--- src/rtl/dzcpu_useq_pkg.sv ---
// dzcpu_useq_pkg: shared uop layout, next-field codes and sequencer state encodings
package dzcpu_useq_pkg;
    localparam int UPC_W = 8;
    localparam int UOP_W = 13;
    localparam int DEF_MAX_FLOW_LEN = 32;

    localparam int NXT_HI = 12;
    localparam int NXT_LO = 9;
    localparam int OP_HI = 8;
    localparam int OP_LO = 4;
    localparam int OPR_HI = 3;
    localparam int OPR_LO = 0;

    localparam logic [3:0] NX_OP = 4'd0;
    localparam logic [3:0] NX_INC = 4'd1;
    localparam logic [3:0] NX_EOF = 4'd2;
    localparam logic [3:0] NX_INC_EOF = 4'd3;
    localparam logic [3:0] NX_EOF_FU = 4'd4;
    localparam logic [3:0] NX_INC_EOF_FU = 4'd5;
    localparam logic [3:0] NX_INC_EOF_Z = 4'd6;
    localparam logic [3:0] NX_INC_EOF_NZ = 4'd7;
    localparam logic [3:0] NX_JCB = 4'd8;
    localparam logic [3:0] NX_UPDATE_FLAGS = 4'd9;
    localparam logic [3:0] NX_NOP = 4'd10;

    typedef enum logic [1:0] {
        S_FETCH = 2'd0,
        S_DECODE = 2'd1,
        S_EXEC = 2'd2,
        S_CBDEC = 2'd3
    } state_t;

    typedef struct packed {
        logic pc_inc;
        logic flag_upd;
        logic eof;
        logic advance;
        logic jcb;
        logic suppress;
        logic reserved;
    } nxt_ctl_t;
endpackage

--- src/rtl/dzcpu_useq_if.sv ---
// dzcpu_useq_if: opcode fetch, LUT/ROM lookup and datapath issue signals of the sequencer
interface dzcpu_useq_if;
    import dzcpu_useq_pkg::*;
    logic [7:0] iMop;
    logic iMopValid;
    logic [7:0] oMop;
    logic [UPC_W-1:0] iFlowIdx;
    logic [UPC_W-1:0] iCbFlowIdx;
    logic [UPC_W-1:0] oUopAddr;
    logic [UOP_W-1:0] iUop;
    logic iStall;
    logic iFlagZ;
    logic iIntReq;
    logic [UPC_W-1:0] iIntFlowIdx;
    logic oIntAck;
    logic oExecValid;
    logic [4:0] oExecOp;
    logic [3:0] oExecOperand;
    logic oPcInc;
    logic oFlagUpdate;
    logic oEof;
    logic oCbMode;
    logic oBusy;
    logic oUcodeErr;

    modport master (
        input iMop, iMopValid, iFlowIdx, iCbFlowIdx, iUop, iStall, iFlagZ, iIntReq, iIntFlowIdx,
        output oMop, oUopAddr, oIntAck, oExecValid, oExecOp, oExecOperand, oPcInc, oFlagUpdate,
        output oEof, oCbMode, oBusy, oUcodeErr
    );

    modport slave (
        output iMop, iMopValid, iFlowIdx, iCbFlowIdx, iUop, iStall, iFlagZ, iIntReq, iIntFlowIdx,
        input oMop, oUopAddr, oIntAck, oExecValid, oExecOp, oExecOperand, oPcInc, oFlagUpdate,
        input oEof, oCbMode, oBusy, oUcodeErr
    );
endinterface

--- src/rtl/dzcpu_useq_nxtdec.sv ---
// dzcpu_useq_nxtdec: decodes a uop next-field (plus Z flag) into sequencer controls
module dzcpu_useq_nxtdec
    import dzcpu_useq_pkg::*;
(
    input  logic [3:0] nxt,
    input  logic       flag_z,
    output nxt_ctl_t   ctl
);
    logic taken;

    always_comb begin
        ctl = '0;
        taken = (nxt == NX_INC_EOF_Z) ? flag_z : !flag_z;
        case (nxt)
            NX_OP, NX_NOP: ctl.advance = 1'b1;
            NX_INC: begin
                ctl.pc_inc = 1'b1;
                ctl.advance = 1'b1;
            end
            NX_UPDATE_FLAGS: begin
                ctl.flag_upd = 1'b1;
                ctl.advance = 1'b1;
            end
            NX_EOF: ctl.eof = 1'b1;
            NX_INC_EOF: begin
                ctl.pc_inc = 1'b1;
                ctl.eof = 1'b1;
            end
            NX_EOF_FU: begin
                ctl.eof = 1'b1;
                ctl.flag_upd = 1'b1;
            end
            NX_INC_EOF_FU: begin
                ctl.pc_inc = 1'b1;
                ctl.eof = 1'b1;
                ctl.flag_upd = 1'b1;
            end
            // conditional exit: a taken branch ends the flow without issuing the uop
            NX_INC_EOF_Z, NX_INC_EOF_NZ: begin
                ctl.pc_inc = 1'b1;
                ctl.eof = taken;
                ctl.suppress = taken;
                ctl.advance = !taken;
            end
            NX_JCB: begin
                ctl.pc_inc = 1'b1;
                ctl.jcb = 1'b1;
                ctl.suppress = 1'b1;
            end
            default: begin
                ctl.reserved = 1'b1;
                ctl.advance = 1'b1;
            end
        endcase
    end
endmodule

--- src/rtl/dzcpu_useq.sv ---
// dzcpu_useq: microcode sequencer walking the uop ROM from LUT-selected flow starts
module dzcpu_useq
    import dzcpu_useq_pkg::*;
#(
    parameter int MAX_FLOW_LEN = DEF_MAX_FLOW_LEN
) (
    input logic iClock,
    input logic iReset,
    dzcpu_useq_if.master bus
);
    localparam int CNT_W = $clog2(MAX_FLOW_LEN);

    state_t state, state_nx;
    logic [UPC_W-1:0] upc;
    logic [7:0] rmop;
    logic [CNT_W-1:0] cnt;
    logic err, cb;
    nxt_ctl_t ctl;
    logic run, runaway, last, valid;

    dzcpu_useq_nxtdec u_nxtdec (
        .nxt(bus.iUop[NXT_HI:NXT_LO]),
        .flag_z(bus.iFlagZ),
        .ctl(ctl)
    );

    assign run = state == S_EXEC && !bus.iStall;
    assign runaway = run && !ctl.eof && cnt == CNT_W'(MAX_FLOW_LEN - 1);
    assign last = run && (ctl.eof || runaway);
    assign valid = run && !ctl.suppress;

    always_ff @(posedge iClock)
        state <= iReset ? S_FETCH : state_nx;

    always_comb begin
        state_nx = state;
        case (state)
            S_FETCH: state_nx = bus.iIntReq ? S_EXEC : bus.iMopValid ? S_DECODE : S_FETCH;
            S_DECODE, S_CBDEC: state_nx = S_EXEC;
            default: state_nx = !run ? S_EXEC : last ? S_FETCH : ctl.jcb ? S_CBDEC : S_EXEC;
        endcase
    end

    always_ff @(posedge iClock) begin
        if (iReset) begin
            upc <= '0;
            rmop <= '0;
            cnt <= '0;
            err <= 1'b0;
            cb <= 1'b0;
        end else begin
            if (state == S_FETCH && bus.iIntReq)
                upc <= bus.iIntFlowIdx;
            else if (state == S_DECODE)
                upc <= bus.iFlowIdx;
            else if (state == S_CBDEC)
                upc <= bus.iCbFlowIdx;
            else if (run && ctl.advance && !runaway)
                upc <= upc + 1'b1;
            // second CB byte is on iMop while the JCB uop executes
            if ((state == S_FETCH && !bus.iIntReq && bus.iMopValid) || (run && ctl.jcb && !runaway))
                rmop <= bus.iMop;
            if (state == S_FETCH || state == S_DECODE)
                cnt <= '0;
            else if (run)
                cnt <= cnt + 1'b1;
            if (runaway || (run && ctl.reserved))
                err <= 1'b1;
            if (last)
                cb <= 1'b0;
            else if (run && ctl.jcb)
                cb <= 1'b1;
        end
    end

    always_comb begin
        bus.oIntAck = state == S_FETCH && bus.iIntReq;
        bus.oBusy = state != S_FETCH;
        bus.oExecValid = valid;
        bus.oExecOp = valid ? bus.iUop[OP_HI:OP_LO] : '0;
        bus.oExecOperand = valid ? bus.iUop[OPR_HI:OPR_LO] : '0;
        bus.oPcInc = run && ctl.pc_inc;
        bus.oFlagUpdate = run && ctl.flag_upd;
        bus.oEof = last;
        bus.oCbMode = cb;
        bus.oUcodeErr = err;
        bus.oMop = rmop;
        bus.oUopAddr = upc;
    end
endmodule
--- src/flat_wrapper.sv ---
// flat-port wrapper written by rule: the top's interface ports become plain ports
module dzcpu_useq_flat import dzcpu_useq_pkg::*;
#(
    parameter int MAX_FLOW_LEN = DEF_MAX_FLOW_LEN
)
  (iClock, iReset, bus_iMop, bus_iMopValid, bus_iFlowIdx, bus_iCbFlowIdx, bus_iUop, bus_iStall, bus_iFlagZ, bus_iIntReq, bus_iIntFlowIdx, bus_oMop, bus_oUopAddr, bus_oIntAck, bus_oExecValid, bus_oExecOp, bus_oExecOperand, bus_oPcInc, bus_oFlagUpdate, bus_oEof, bus_oCbMode, bus_oBusy, bus_oUcodeErr);
  dzcpu_useq_if bus_i ();
  input logic iClock;
  input logic iReset;
  input wire logic [$bits(bus_i.iMop)-1:0] bus_iMop;
  input wire logic [$bits(bus_i.iMopValid)-1:0] bus_iMopValid;
  input wire logic [$bits(bus_i.iFlowIdx)-1:0] bus_iFlowIdx;
  input wire logic [$bits(bus_i.iCbFlowIdx)-1:0] bus_iCbFlowIdx;
  input wire logic [$bits(bus_i.iUop)-1:0] bus_iUop;
  input wire logic [$bits(bus_i.iStall)-1:0] bus_iStall;
  input wire logic [$bits(bus_i.iFlagZ)-1:0] bus_iFlagZ;
  input wire logic [$bits(bus_i.iIntReq)-1:0] bus_iIntReq;
  input wire logic [$bits(bus_i.iIntFlowIdx)-1:0] bus_iIntFlowIdx;
  output wire logic [$bits(bus_i.oMop)-1:0] bus_oMop;
  output wire logic [$bits(bus_i.oUopAddr)-1:0] bus_oUopAddr;
  output wire logic [$bits(bus_i.oIntAck)-1:0] bus_oIntAck;
  output wire logic [$bits(bus_i.oExecValid)-1:0] bus_oExecValid;
  output wire logic [$bits(bus_i.oExecOp)-1:0] bus_oExecOp;
  output wire logic [$bits(bus_i.oExecOperand)-1:0] bus_oExecOperand;
  output wire logic [$bits(bus_i.oPcInc)-1:0] bus_oPcInc;
  output wire logic [$bits(bus_i.oFlagUpdate)-1:0] bus_oFlagUpdate;
  output wire logic [$bits(bus_i.oEof)-1:0] bus_oEof;
  output wire logic [$bits(bus_i.oCbMode)-1:0] bus_oCbMode;
  output wire logic [$bits(bus_i.oBusy)-1:0] bus_oBusy;
  output wire logic [$bits(bus_i.oUcodeErr)-1:0] bus_oUcodeErr;
  assign bus_i.iMop = bus_iMop;
  assign bus_i.iMopValid = bus_iMopValid;
  assign bus_i.iFlowIdx = bus_iFlowIdx;
  assign bus_i.iCbFlowIdx = bus_iCbFlowIdx;
  assign bus_i.iUop = bus_iUop;
  assign bus_i.iStall = bus_iStall;
  assign bus_i.iFlagZ = bus_iFlagZ;
  assign bus_i.iIntReq = bus_iIntReq;
  assign bus_i.iIntFlowIdx = bus_iIntFlowIdx;
  assign bus_oMop = bus_i.oMop;
  assign bus_oUopAddr = bus_i.oUopAddr;
  assign bus_oIntAck = bus_i.oIntAck;
  assign bus_oExecValid = bus_i.oExecValid;
  assign bus_oExecOp = bus_i.oExecOp;
  assign bus_oExecOperand = bus_i.oExecOperand;
  assign bus_oPcInc = bus_i.oPcInc;
  assign bus_oFlagUpdate = bus_i.oFlagUpdate;
  assign bus_oEof = bus_i.oEof;
  assign bus_oCbMode = bus_i.oCbMode;
  assign bus_oBusy = bus_i.oBusy;
  assign bus_oUcodeErr = bus_i.oUcodeErr;
  dzcpu_useq #(.MAX_FLOW_LEN(MAX_FLOW_LEN)) u_core (.iClock(iClock), .iReset(iReset), .bus(bus_i));
endmodule
--- config.mk ---
export PLATFORM = sky130hd
export DESIGN_NAME = dzcpu_useq_flat
export DESIGN_NICKNAME = d
export VERILOG_FILES = /design/src/rtl/dzcpu_useq_pkg.sv /design/src/rtl/dzcpu_useq_if.sv /design/src/rtl/dzcpu_useq_nxtdec.sv /design/src/rtl/dzcpu_useq.sv /design/src/flat_wrapper.sv
export SDC_FILE = /design/constraint.sdc
export NUM_CORES = 1
export LEC_CHECK = 0
export CAP_MARGIN = 25
export CORE_MARGIN = 1
export CORE_UTILIZATION = 42
export CTS_CLUSTER_DIAMETER = 60
export CTS_CLUSTER_SIZE = 25
export DETAILED_ROUTE_END_ITERATION = 6
export PLACE_DENSITY = 0.85
export SYNTH_ARGS = -nofsm -noshare
export SYNTH_HDL_FRONTEND = slang
export SYNTH_SLANG_ARGS = --single-unit
--- constraint.sdc ---
create_clock -name iClock -period 5.12 [get_ports iClock]
set_input_delay 1.536 -clock iClock [delete_from_list [all_inputs] [get_ports iClock]]
set_output_delay 1.536 -clock iClock [all_outputs]
set_load 0.05 [all_outputs]
======== After elaboration in Yosys (flattened, before gate mapping) ========
Cells that the tools add are included.
word-level totals
  flip-flop bits (word level) ............. 25
  input bits .............................. 51
operators by class
  $add $sub $neg .......................... 2
  equality and inequality tests ........... 14
  muxes and demuxes ....................... 20
  reduce and logical (&&, ||, !) cells .... 39
operator list
  operator                                             count
  2-to-1 mux 8 bit                                     4
  equality test 4 x 3 -> 1 bit, second input constant  4
  logical AND 1 bit                                    15
  equality test 4 bit, second input constant           3
  OR reduction 11 bit                                  1
  adder 8 x 1 -> 8 bit, second input constant          1
  equality test 4 x 2 -> 1 bit, second input constant  2
  OR reduction 2 bit                                   4
  zero test 1 bit                                      7
  2-to-1 mux 1 bit                                     7
  2-to-1 mux 2 bit                                     3
  case mux 1 bit (2 select lines)                      3
  OR reduction 6 bit                                   1
  adder 5 x 1 -> 5 bit, second input constant          1
  equality test 5 bit, second input constant           1
  2-to-1 mux 5 bit                                     1
  OR reduction 5 bit                                   1
  equality test 2 bit, second input constant           2
  equality test 4 x 1 -> 1 bit, second input constant  1
  zero test 4 bit                                      1
  logical OR 1 bit                                     4
  2-to-1 mux 4 bit                                     1
  case mux 2 bit (2 select lines)                      1
  nonzero test 4 bit                                   1
  5 further kinds                                      5

======== Depth between registers and ports, before layout ========
Gate-level depths: netlist of the first run.
  depth in word-level cells ............... 12
  mapped depth ............................ 9
  gate-level depth less buffers ........... 8

======== Modules after synthesis ========
A second synthesis of the first run with hierarchy kept.
unflattened totals
  cell total of the unflattened synthesis .. 183
  area, all modules ....................... 1552.7 sq um
by module, submodules not included
  module             times used  cells an instance  area each (sq um)
  dzcpu_useq         1           163                1413.9
  dzcpu_useq_nxtdec  1           20                 138.9

======== Least setup slack after synthesis of the first run ========
No wires, ideal clock.
  kind .................................... input to output
  start ................................... input port bus_iStall
  end ..................................... output port bus_oFlagUpdate
  arrival ................................. 3281 ps
  slack ................................... 303 ps
  stages on the path ...................... 3
  path buffers ............................ 1
  cell sequence ........................... or3b_2 clkbuf_1 a211oi_1
between the ends
  longest elaborated chain between the ends .. 3
RTL lines
  what               RTL line            source
  start, declared    flat_wrapper.sv:15  input wire logic [$bits(bus_i.iStall)-1:0] bus_iStall;
  zero test 1 bit    dzcpu_useq.sv:27    assign run = state == S_EXEC && !bus.iStall;
  logical AND 1 bit  dzcpu_useq.sv:27
  logical AND 1 bit  dzcpu_useq.sv:83    bus.oFlagUpdate = run && ctl.flag_upd;
  end, declared      flat_wrapper.sv:26  output wire logic [$bits(bus_i.oFlagUpdate)-1:0] bus_oFlagUpdate;
Every way passes these cells.

======== Worst setup path after layout of the first run ========
  start ................................... input port bus_iUop[11]
  end ..................................... output port bus_oExecOperand[2]
between the ends
  longest elaborated chain between the ends .. 6
RTL lines
  what                                                    RTL line                                          source
  start, declared                                         flat_wrapper.sv:14                                input wire logic [$bits(bus_i.iUop)-1:0] bus_iUop;
  equality test 4 x 3 -> 1 bit (on tied branches)         dzcpu_useq_nxtdec.sv:13, dzcpu_useq_nxtdec.sv:14
  2-to-1 mux 1 bit or OR reduction 2 bit (tied branches)  n/a
  case mux 1 bit (2 select lines) (*)                     dzcpu_useq_nxtdec.sv:14                           case (nxt)
  zero test 1 bit (*)                                     dzcpu_useq.sv:30                                  assign valid = run && !ctl.suppress;
  logical AND 1 bit (*)                                   dzcpu_useq.sv:30
  2-to-1 mux 4 bit (*)                                    dzcpu_useq.sv:81                                  bus.oExecOperand = valid ? bus.iUop[OPR_HI:OPR_LO] : '0;
  end, declared                                           flat_wrapper.sv:24                                output wire logic [$bits(bus_i.oExecOperand)-1:0] bus_oExecOperand;
Mark *: on every way between the ends. The rest lies on a longest branch, timed or not.

==> results.toml, run 1 <==
[status]
status = "finished with violations"
violations = "design-rule violations"

[critical_path]
setup.worst_path.start = "bus_iUop[11]"
worstPathRequired_ns = 3.58
crit_fanout = 11
reg2regPathDepth = 9
rr_startpoint = "u_core.cnt[0]$_SDFFE_PP0P_"
critical_path.startpoint_type = "primary input"
arrival_ns = 3.32
reg2reg_slack_ns = 2.85
r2r_end = "u_core.bus.oUopAddr[1]$_SDFFE_PP0P_"
path_class = "primary input to output port"
critPathCapture = "bus_oExecOperand[2]"
setup.worst_path.end_class = "output port"

[final_layout]
drive_above_1_share_pct = 10.6
mostFrequentLayoutCell = "clkdlybuf4s50_1"
area_delta_synth_final_pct = 62.9
final_cell_mix = "clkdlybuf4s50_1, nor2_1, dfxtp_1"
antenna-diode-count = 0
nFillCells = 302
fin_nets = 328

[timing]
skew_ns = 0.00146
finalSetupViolations = 0
finalMaxSlewViolations = 0
max-slew-margin-rel_pct = 45.6
min_period_ns = 4.86
fin_crit_sh_pct = 94.9
fmax_ghz = 0.206
setup_tns_ns = 0
worst_slew_pin_slew_ns = 0.813
hold_viol_final = 0
rsz0062_at_grt = "false"

[floorplan]
die-area_um2 = 4050
die_w_um = 63.6
initial_core_util_pct = 43.5
die_height_um = 63.6
coreArea_um2 = 3660
ios = 84
fp-row-count = 22

[clock_tree]
root_buffer = "clkbuf_8"
cts_buffers = 3
postCtsSetupBuffers = 0
ctsResizeCount = 0
clk_pin_slew_worst_paths_ns = 0.09
clkSinkCount = 25
insertion_delay_ns = 0.27
cts_max_level = 1
clk_path_buf_depth = 2
cts_hold_buf = 0
cts_tree = "yes"

[logic_synthesis]
synth_xor_area_share_pct = 2.75
yosys_warnings = 0
synth-adder-area-share_pct = 2.35
synth_edf_count = 0
synth_ff_type = "dfxtp_1"
ys_seq_elements = 25
synth.distinct_cells = 52
netlist_area_um2 = 1590
synthArstFlopShare_pct = 0
synth_top_family_by_area = "simple AND/OR/NAND/NOR gates"
synth_mux_area_share_pct = 6.28
syn_inst = 195
ys_seq_area_share_pct = 31.4
mappedNetlistNets = 249
synth_compound_area_share_pct = 22.9
avgSynthCellArea_um2 = 8.17
synthSimpleGateAreaFrac_pct = 27.6

[min_path]
hp-class = "flop to flop"

[drt]
wirelength_mm = 4.39
highest_layer = "met4"
viasPerCell = 5.31
drc = 1
first_pass_iters = 6
vias = 1706
wl_met2_mm = 2.09
post_drt_wl_per_cell_um = 13.7
drtAntennaViolNets = 0
drtIter0Drc = 109
wl_met1_mm = 1.96
met3WireLength_um = 303

[grt]
grt_usage_pct = 22.3
grt_pass1_vias = 1606
grt_pass1_wl_mm = 7.29
grt-ovfl-total = 0
grt_max_degree = 24
antenna_found_initial = 0

[power]
vdd_drop_max_v = 0.000203
p_leak_nw = 1.01
power_density_nw_per_um2 = 203
power_uw = 528

[flow_run]
cap_violations = 0

[place]
hpwlAfterDp_mm = 3.38
gp_congestion = 0.856
place.port_buffers = 83
## worst max-delay path: stages
cell,delay (ns)
clkdlybuf4s50_1,0.58
nand2_1,0.17
nor2_1,0.05
a211oi_1,0.25
o21a_1,0.35
and2_1,0.23
buf_12,0.15
## metal layers
metal | global-route usage, % | up-vias
met3 | 4.35 | 4
li1 | - | 861
met4 | 5.40 | 0
met2 | 39.1 | 66
met5 | 0 | -
met1 | 27.8 | 775
## area by class of cell
cell class / instances / area, µm² / area share, %
Clock inverter: 1 / 7.51 / 0.289
Timing Repair Buffer: 87 / 978 / 37.7
Tap cell: 48 / 60.1 / 2.31
Multi-Input combinational cell: 151 / 986 / 38.0
Inverter: 6 / 22.5 / 0.867
Clock buffer: 3 / 41.3 / 1.59
Sequential cell: 25 / 500 / 19.3
## power breakdown
part	switching [mW]	internal, mW
Combinational	0.100	0.0916
Sequential	0.0132	0.204
Clock	0.0644	0.0552
Total	0.178	0.350
## state kept, by name (all words and copies together), names as in the netlist
| name | count |
|---|---|
| u_core.bus.oCbMode | 1 |
| u_core.state | 2 |
| u_core.bus.oUopAddr | 8 |
| u_core.cnt | 5 |
| u_core.bus.oMop | 8 |
| u_core.bus.oUcodeErr | 1 |
## cells by family after synthesis
family                   Yosys count
flip-flops                        25
AO/OA/AOI/OAI                     49
multiplexers                      10
adder cells (fa/ha/maj)            3
XOR/XNOR                           5
AND/OR/NAND/NOR                   84
buffers and inverters             19
## stage by stage
step | instance area (µm²) | util [%] | cells | hold slack (ns) | worst slack, ns
after floorplan | 1590 | - | 195 | 0.441 | 0.303
after global placement | 2550 | 69.6 | 317 | 0.446 | 0.349
after detailed placement | 2550 | 69.6 | 317 | 0.483 | 0.262
after CTS | 2600 | 70.9 | 321 | 0.499 | 0.263
after global routing | 2600 | 70.9 | 321 | 0.510 | 0.117
final | 2600 | 70.9 | 321 | 0.493 | 0.263
## cells in the mapped netlist, drive strengths merged (2+ instances only)
cell type | number | area, µm²
nor2b | 4 | 25.0
o31ai | 2 | 15.0
xor2 | 4 | 35.0
nor2 | 26 | 97.6
dfxtp | 25 | 500
nor3 | 2 | 10.0
nand2 | 17 | 63.8
nor4 | 2 | 12.5
o21a | 2 | 15.0
nand3 | 3 | 15.0
buf | 6 | 51.3
mux2i | 10 | 100
o221ai | 2 | 17.5
a211oi | 4 | 30.0
o21ai | 3 | 15.0
and2 | 11 | 68.8
ha | 3 | 37.5
inv | 6 | 22.5
and3 | 3 | 18.8
a221oi | 4 | 41.3
nand2b | 2 | 12.5
nand4 | 3 | 18.8
clkbuf | 6 | 25.0
nor3b | 2 | 20.0
a21oi | 16 | 91.3
a21o | 2 | 15.0
a22oi | 3 | 22.5
nand3b | 4 | 30.0
## worst min path at each step
stage,from,to,slack [ns],cells past startpoint
finish,u_core.cnt[4]$_SDFFE_PP0P_,u_core.cnt[4]$_SDFFE_PP0P_,0.49,2
global placement,u_core.cnt[4]$_SDFFE_PP0P_,u_core.cnt[4]$_SDFFE_PP0P_,0.45,2
floorplan,u_core.cnt[4]$_SDFFE_PP0P_,u_core.cnt[4]$_SDFFE_PP0P_,0.44,2
CTS,u_core.bus.oCbMode$_SDFFE_PP0P_,u_core.bus.oCbMode$_SDFFE_PP0P_,0.50,2
detailed placement,u_core.bus.oCbMode$_SDFFE_PP0P_,u_core.bus.oCbMode$_SDFFE_PP0P_,0.48,2
global route,u_core.cnt[4]$_SDFFE_PP0P_,u_core.cnt[4]$_SDFFE_PP0P_,0.51,2
Power figures use the tool's default switching activity.
==> inputs of run 2 (changes only) <==
--- a/config.mk
+++ b/config.mk
@@ -6,12 +6,14 @@
 export NUM_CORES = 1
 export LEC_CHECK = 0
 export CAP_MARGIN = 25
+export CORE_ASPECT_RATIO = 0.8
 export CORE_MARGIN = 1
 export CORE_UTILIZATION = 42
 export CTS_CLUSTER_DIAMETER = 60
 export CTS_CLUSTER_SIZE = 25
 export DETAILED_ROUTE_END_ITERATION = 6
 export PLACE_DENSITY = 0.85
+export SKIP_CTS_REPAIR_TIMING = 1
 export SYNTH_ARGS = -nofsm -noshare
 export SYNTH_HDL_FRONTEND = slang
 export SYNTH_SLANG_ARGS = --single-unit
==> run 2 against run 1 <==
  * The flow now finishes without violations
  * Non-clock buffer count down 1
  * Critical path depth shrank 1
  * Sequential power hardly changed
  * Via count rose by 1.5%
  * First-iteration DRC count grew 15%
  * Design area is essentially flat
  * Sequential share of layout area about the same
  * Core utilization increased by 2.8 points
  * Clock skew rose by 0.0075 ns
  * Sequential cell count stayed put
==> results.toml, run 2 (synthesized netlist as in run 1, its figures left out) <==
[drt]
wirelength_mm = 4.43
drtIter0Drc = 125
vias = 1732
post_drt_wl_per_cell_um = 14.1
viasPerCell = 5.52
first_pass_iters = 7
drtAntennaViolNets = 0
drc = 0

[floorplan]
coreArea_um2 = 3520
die_w_um = 70.9
initial_core_util_pct = 45.3
fp-row-count = 19
die_height_um = 57.1
ios = 84
die-area_um2 = 4050

[critical_path]
arrival_ns = 3.30
setup.worst_path.end_class = "output port"
crit_fanout = 11
worstPathRequired_ns = 3.58
critical_path.startpoint_type = "primary input"
path_class = "primary input to output port"

[clock_tree]
cts_max_level = 1
cts_buffers = 3
insertion_delay_ns = 0.27
clk_path_buf_depth = 2
clkSinkCount = 25
cts_tree = "yes"
clk_pin_slew_worst_paths_ns = 0.09
root_buffer = "clkbuf_8"

[place]
dpl-instance-area_um2 = 2540
dp_slack_ns = 0.293
gp_congestion = 0.816
place.port_buffers = 83
hpwlAfterDp_mm = 3.42

[timing]
fin_hold_ws_ns = 0.479
fmax_ghz = 0.207
setup_tns_ns = 0
finalSetupViolations = 0
skew_ns = 0.00900
rsz0062_at_grt = "false"
fin_ws_ns = 0.286
fin_crit_sh_pct = 94.4
hold_viol_final = 0
worst_slew_pin_slew_ns = 1.14
finalMaxSlewViolations = 0
min_period_ns = 4.83
max-slew-margin-rel_pct = 24.2

[flow_run]
cap_violations = 0

[min_path]
hp-class = "flop to flop"

[final_layout]
area_delta_synth_final_pct = 62.8
postLayoutCellArea_um2 = 2590
fin_nets = 327
final_cell_mix = "clkdlybuf4s50_1, nor2_1, dfxtp_1"
antenna-diode-count = 0
drive_above_1_share_pct = 10.3
mostFrequentLayoutCell = "clkdlybuf4s50_1"

[grt]
grt_pass1_vias = 1564
grt_pass1_wl_mm = 7.40
grt_max_degree = 24
antenna_found_initial = 0
grt_usage_pct = 23.0
grt-ovfl-total = 0

[power]
power_density_nw_per_um2 = 205
power_uw = 532
p_leak_nw = 1.01
vdd_drop_max_v = 0.000174

[status]
status = "completed"
## run 2: cell count changes in the layout (fill, tap and decap cells not counted)
cell	previous run	this run
buf_4	5	3
buf_12	12	13
clkinvlp_4	1	0
inv_6	0	1
## run 2: final cells by class
class                           count  area, µm²
Clock buffer                        3       41.3
Inverter                            6       22.5
Fill cell                         264        923
Timing Repair Buffer               86        983
Multi-Input combinational cell    151        986
Clock inverter                      1       8.76
Tap cell                           42       52.6
Sequential cell                    25        500
## run 2: path summary, 6_finish.rpt
path / to / cells past startpoint / startpoint / slack (ns)
hold / removal: u_core.cnt[4]$_SDFFE_PP0P_ / 2 / u_core.cnt[4]$_SDFFE_PP0P_ / 0.48
setup reg to reg: u_core.bus.oMop[1]$_SDFFE_PP0P_ / 9 / u_core.cnt[0]$_SDFFE_PP0P_ / 2.42
hold reg to reg: u_core.cnt[4]$_SDFFE_PP0P_ / 2 / u_core.cnt[4]$_SDFFE_PP0P_ / 0.48
setup / recovery: bus_oExecOperand[3] / 6 / bus_iUop[11] / 0.29
## run 2: worst max-delay path, stage by stage
cell and delay [ns]:
clkdlybuf4s50_1 0.67, nand2_1 0.13, o31a_2 0.30, o21a_1 0.27, and2_1 0.23, buf_12 0.15
## run 2: power breakdown
group          switching [mW]  total, mW  internal [mW]
clock                  0.0660      0.123         0.0570
combinational           0.100      0.192         0.0916
sequential             0.0135      0.217          0.204
## run 2: metal layers
layer | track usage (%) | wire, µm | vias to the layer above | share of wire (%)
met5 | 0 | 0 | - | 0
met4 | 5.43 | 35 | 0 | 0.79
met3 | 4.59 | 337 | 7 | 7.6
met2 | 35.0 | 1940 | 79 | 44
met1 | 33.6 | 2110 | 792 | 48
li1 | - | - | 854 | -
## run 2: stage by stage
step	cells	utilization (%)
after floorplan	195	-
after global placement	310	72.3
after detailed placement	310	72.3
after CTS	314	73.8
after global routing	314	73.8
final	314	73.8
==> inputs of run 3 (changes only) <==
--- a/config.mk
+++ b/config.mk
@@ -9,7 +9,6 @@
 export CORE_ASPECT_RATIO = 0.8
 export CORE_MARGIN = 1
 export CORE_UTILIZATION = 42
-export CTS_CLUSTER_DIAMETER = 60
 export CTS_CLUSTER_SIZE = 25
 export DETAILED_ROUTE_END_ITERATION = 6
 export PLACE_DENSITY = 0.85
==> constraint.sdc (replaced) <==
create_clock -name iClock -period 6.02 [get_ports iClock]
set_input_delay 1.806 -clock iClock [delete_from_list [all_inputs] [get_ports iClock]]
set_output_delay 1.806 -clock iClock [all_outputs]
set_load 0.05 [all_outputs]
==> run 3 against run 2 <==
  * Clock power fell by 18%
  * Via count fell by 3.0%
  * Highest routed layer unchanged
  * Sequential share of layout area rose by 1.4 points
  * Critical path type unchanged
  * Worst hold slack got worse by 0.0068 ns
  * Largest cell class unchanged
==> results.toml, run 3 (synthesized netlist as in run 1, its figures left out) <==
[final_layout]
antenna-diode-count = 0
multi_input_area_um2 = 986
nFillCells = 308
area_delta_synth_final_pct = 51.6
mostFrequentLayoutCell = "clkdlybuf4s50_1"
drive_above_1_share_pct = 9.26
fin_nets = 325
fin_util_pct = 68.7
regArea_um2 = 500
postLayoutCellArea_um2 = 2420
final_cell_mix = "clkdlybuf4s50_1, nor2_1, dfxtp_1"

[timing]
max-slew-margin-rel_pct = 23.8
fin_crit_sh_pct = 93.0
fmax_ghz = 0.179
worst_slew_pin_slew_ns = 1.14
rsz0062_at_grt = "false"
finalMaxSlewViolations = 0
min_period_ns = 5.60
setup_tns_ns = 0
finalSetupViolations = 0
hold_viol_final = 0
skew_ns = 0.00361

[floorplan]
initial_core_util_pct = 45.3
die-area_um2 = 4050
ios = 84
coreArea_um2 = 3520
die_height_um = 57.1
die_w_um = 70.9
fp-row-count = 19

[status]
status = "completed"

[grt]
grt_pass1_vias = 1560
grt_usage_pct = 22.9
grt_max_degree = 24
grt-ovfl-total = 0
grt_pass1_wl_mm = 7.20
antenna_found_initial = 0

[clock_tree]
cts_tree = "yes"
clk_path_buf_depth = 2
clkSinkCount = 25
root_buffer = "clkbuf_8"
cts_buffers = 3
clk_pin_slew_worst_paths_ns = 0.09
cts_max_level = 1
insertion_delay_ns = 0.27

[drt]
post_drt_wl_per_cell_um = 14.5
drtIter0Drc = 143
wirelength_mm = 4.53
drtAntennaViolNets = 0
viasPerCell = 5.38
first_pass_iters = 6
drc = 0
vias = 1680

[min_path]
hp-class = "flop to flop"
worstHoldEndpoint = "u_core.cnt[4]$_SDFFE_PP0P_"
hold_start = "u_core.cnt[4]$_SDFFE_PP0P_"
min_delay_path_depth = 2

[critical_path]
critical_path.startpoint_type = "primary input"
worstPathRequired_ns = 4.21
reg2reg_slack_ns = 3.30
path_class = "primary input to output port"
reg2regPathDepth = 8
setup.worst_path.end_class = "output port"
r2r_end = "u_core.bus.oMop[3]$_SDFFE_PP0P_"
arrival_ns = 3.79
crit_fanout = 6
rr_startpoint = "u_core.cnt[0]$_SDFFE_PP0P_"

[flow_run]
cap_violations = 0

[place]
dpl-instance-area_um2 = 2370
gp_congestion = 0.810
place.port_buffers = 83
hpwlAfterDp_mm = 3.36

[power]
power_uw = 440
power_density_nw_per_um2 = 182
vdd_drop_max_v = 0.000123
p_leak_nw = 0.959
run 3: report_power, final:
part	total, mW	internal [mW]	switching [mW]
clock	0.101	0.0464	0.0551
combinational	0.153	0.0697	0.0836
sequential	0.185	0.173	0.0120
total	0.440	0.289	0.151
run 3: worst max-delay path by stage:
| stage | cells after the start | end | startpoint |
|---|---|---|---|
| final | 4 | bus_oFlagUpdate | bus_iStall |
| after global routing | 4 | bus_oFlagUpdate | bus_iStall |
| after CTS | 4 | bus_oFlagUpdate | bus_iStall |
| after detailed placement | 4 | bus_oFlagUpdate | bus_iStall |
| after global placement | 4 | bus_oFlagUpdate | bus_iStall |
| after floorplan | 3 | bus_oFlagUpdate | bus_iStall |
run 3: critical path, stage by stage:
cell	delay [ns]
clkdlybuf4s50_1	0.43
or3b_2	0.53
a211oi_1	0.19
clkdlybuf4s50_1	0.83
run 3: layer usage:
layer | track usage [%] | part of all wire (%) | vias up
li1 | - | - | 849
met4 | 8.86 | 1.5 | 0
met1 | 32.0 | 47 | 756
met2 | 34.1 | 44 | 68
met5 | 0 | 0 | -
met3 | 5.83 | 7.8 | 7
run 3: cell type report:
cell class                 instances  share of cell area [%]
inverter                           6                   0.932
clock buffer                       3                    1.71
clock inverter                     1                   0.207
sequential                        25                    20.7
timing repair buffer              84                    33.5
multi-input combinational        151                    40.8
tap                               42                    2.18
run 3: stage by stage:
stage	setup WS, ns	std cells	hold WS (ns)
6_report	0.424	312	0.472
5_1_grt	0.378	312	0.491
4_1_cts	0.411	312	0.474
3_5_place_dp	0.411	308	0.462
3_3_place_gp	0.428	308	0.450
2_1_floorplan	0.663	195	0.441
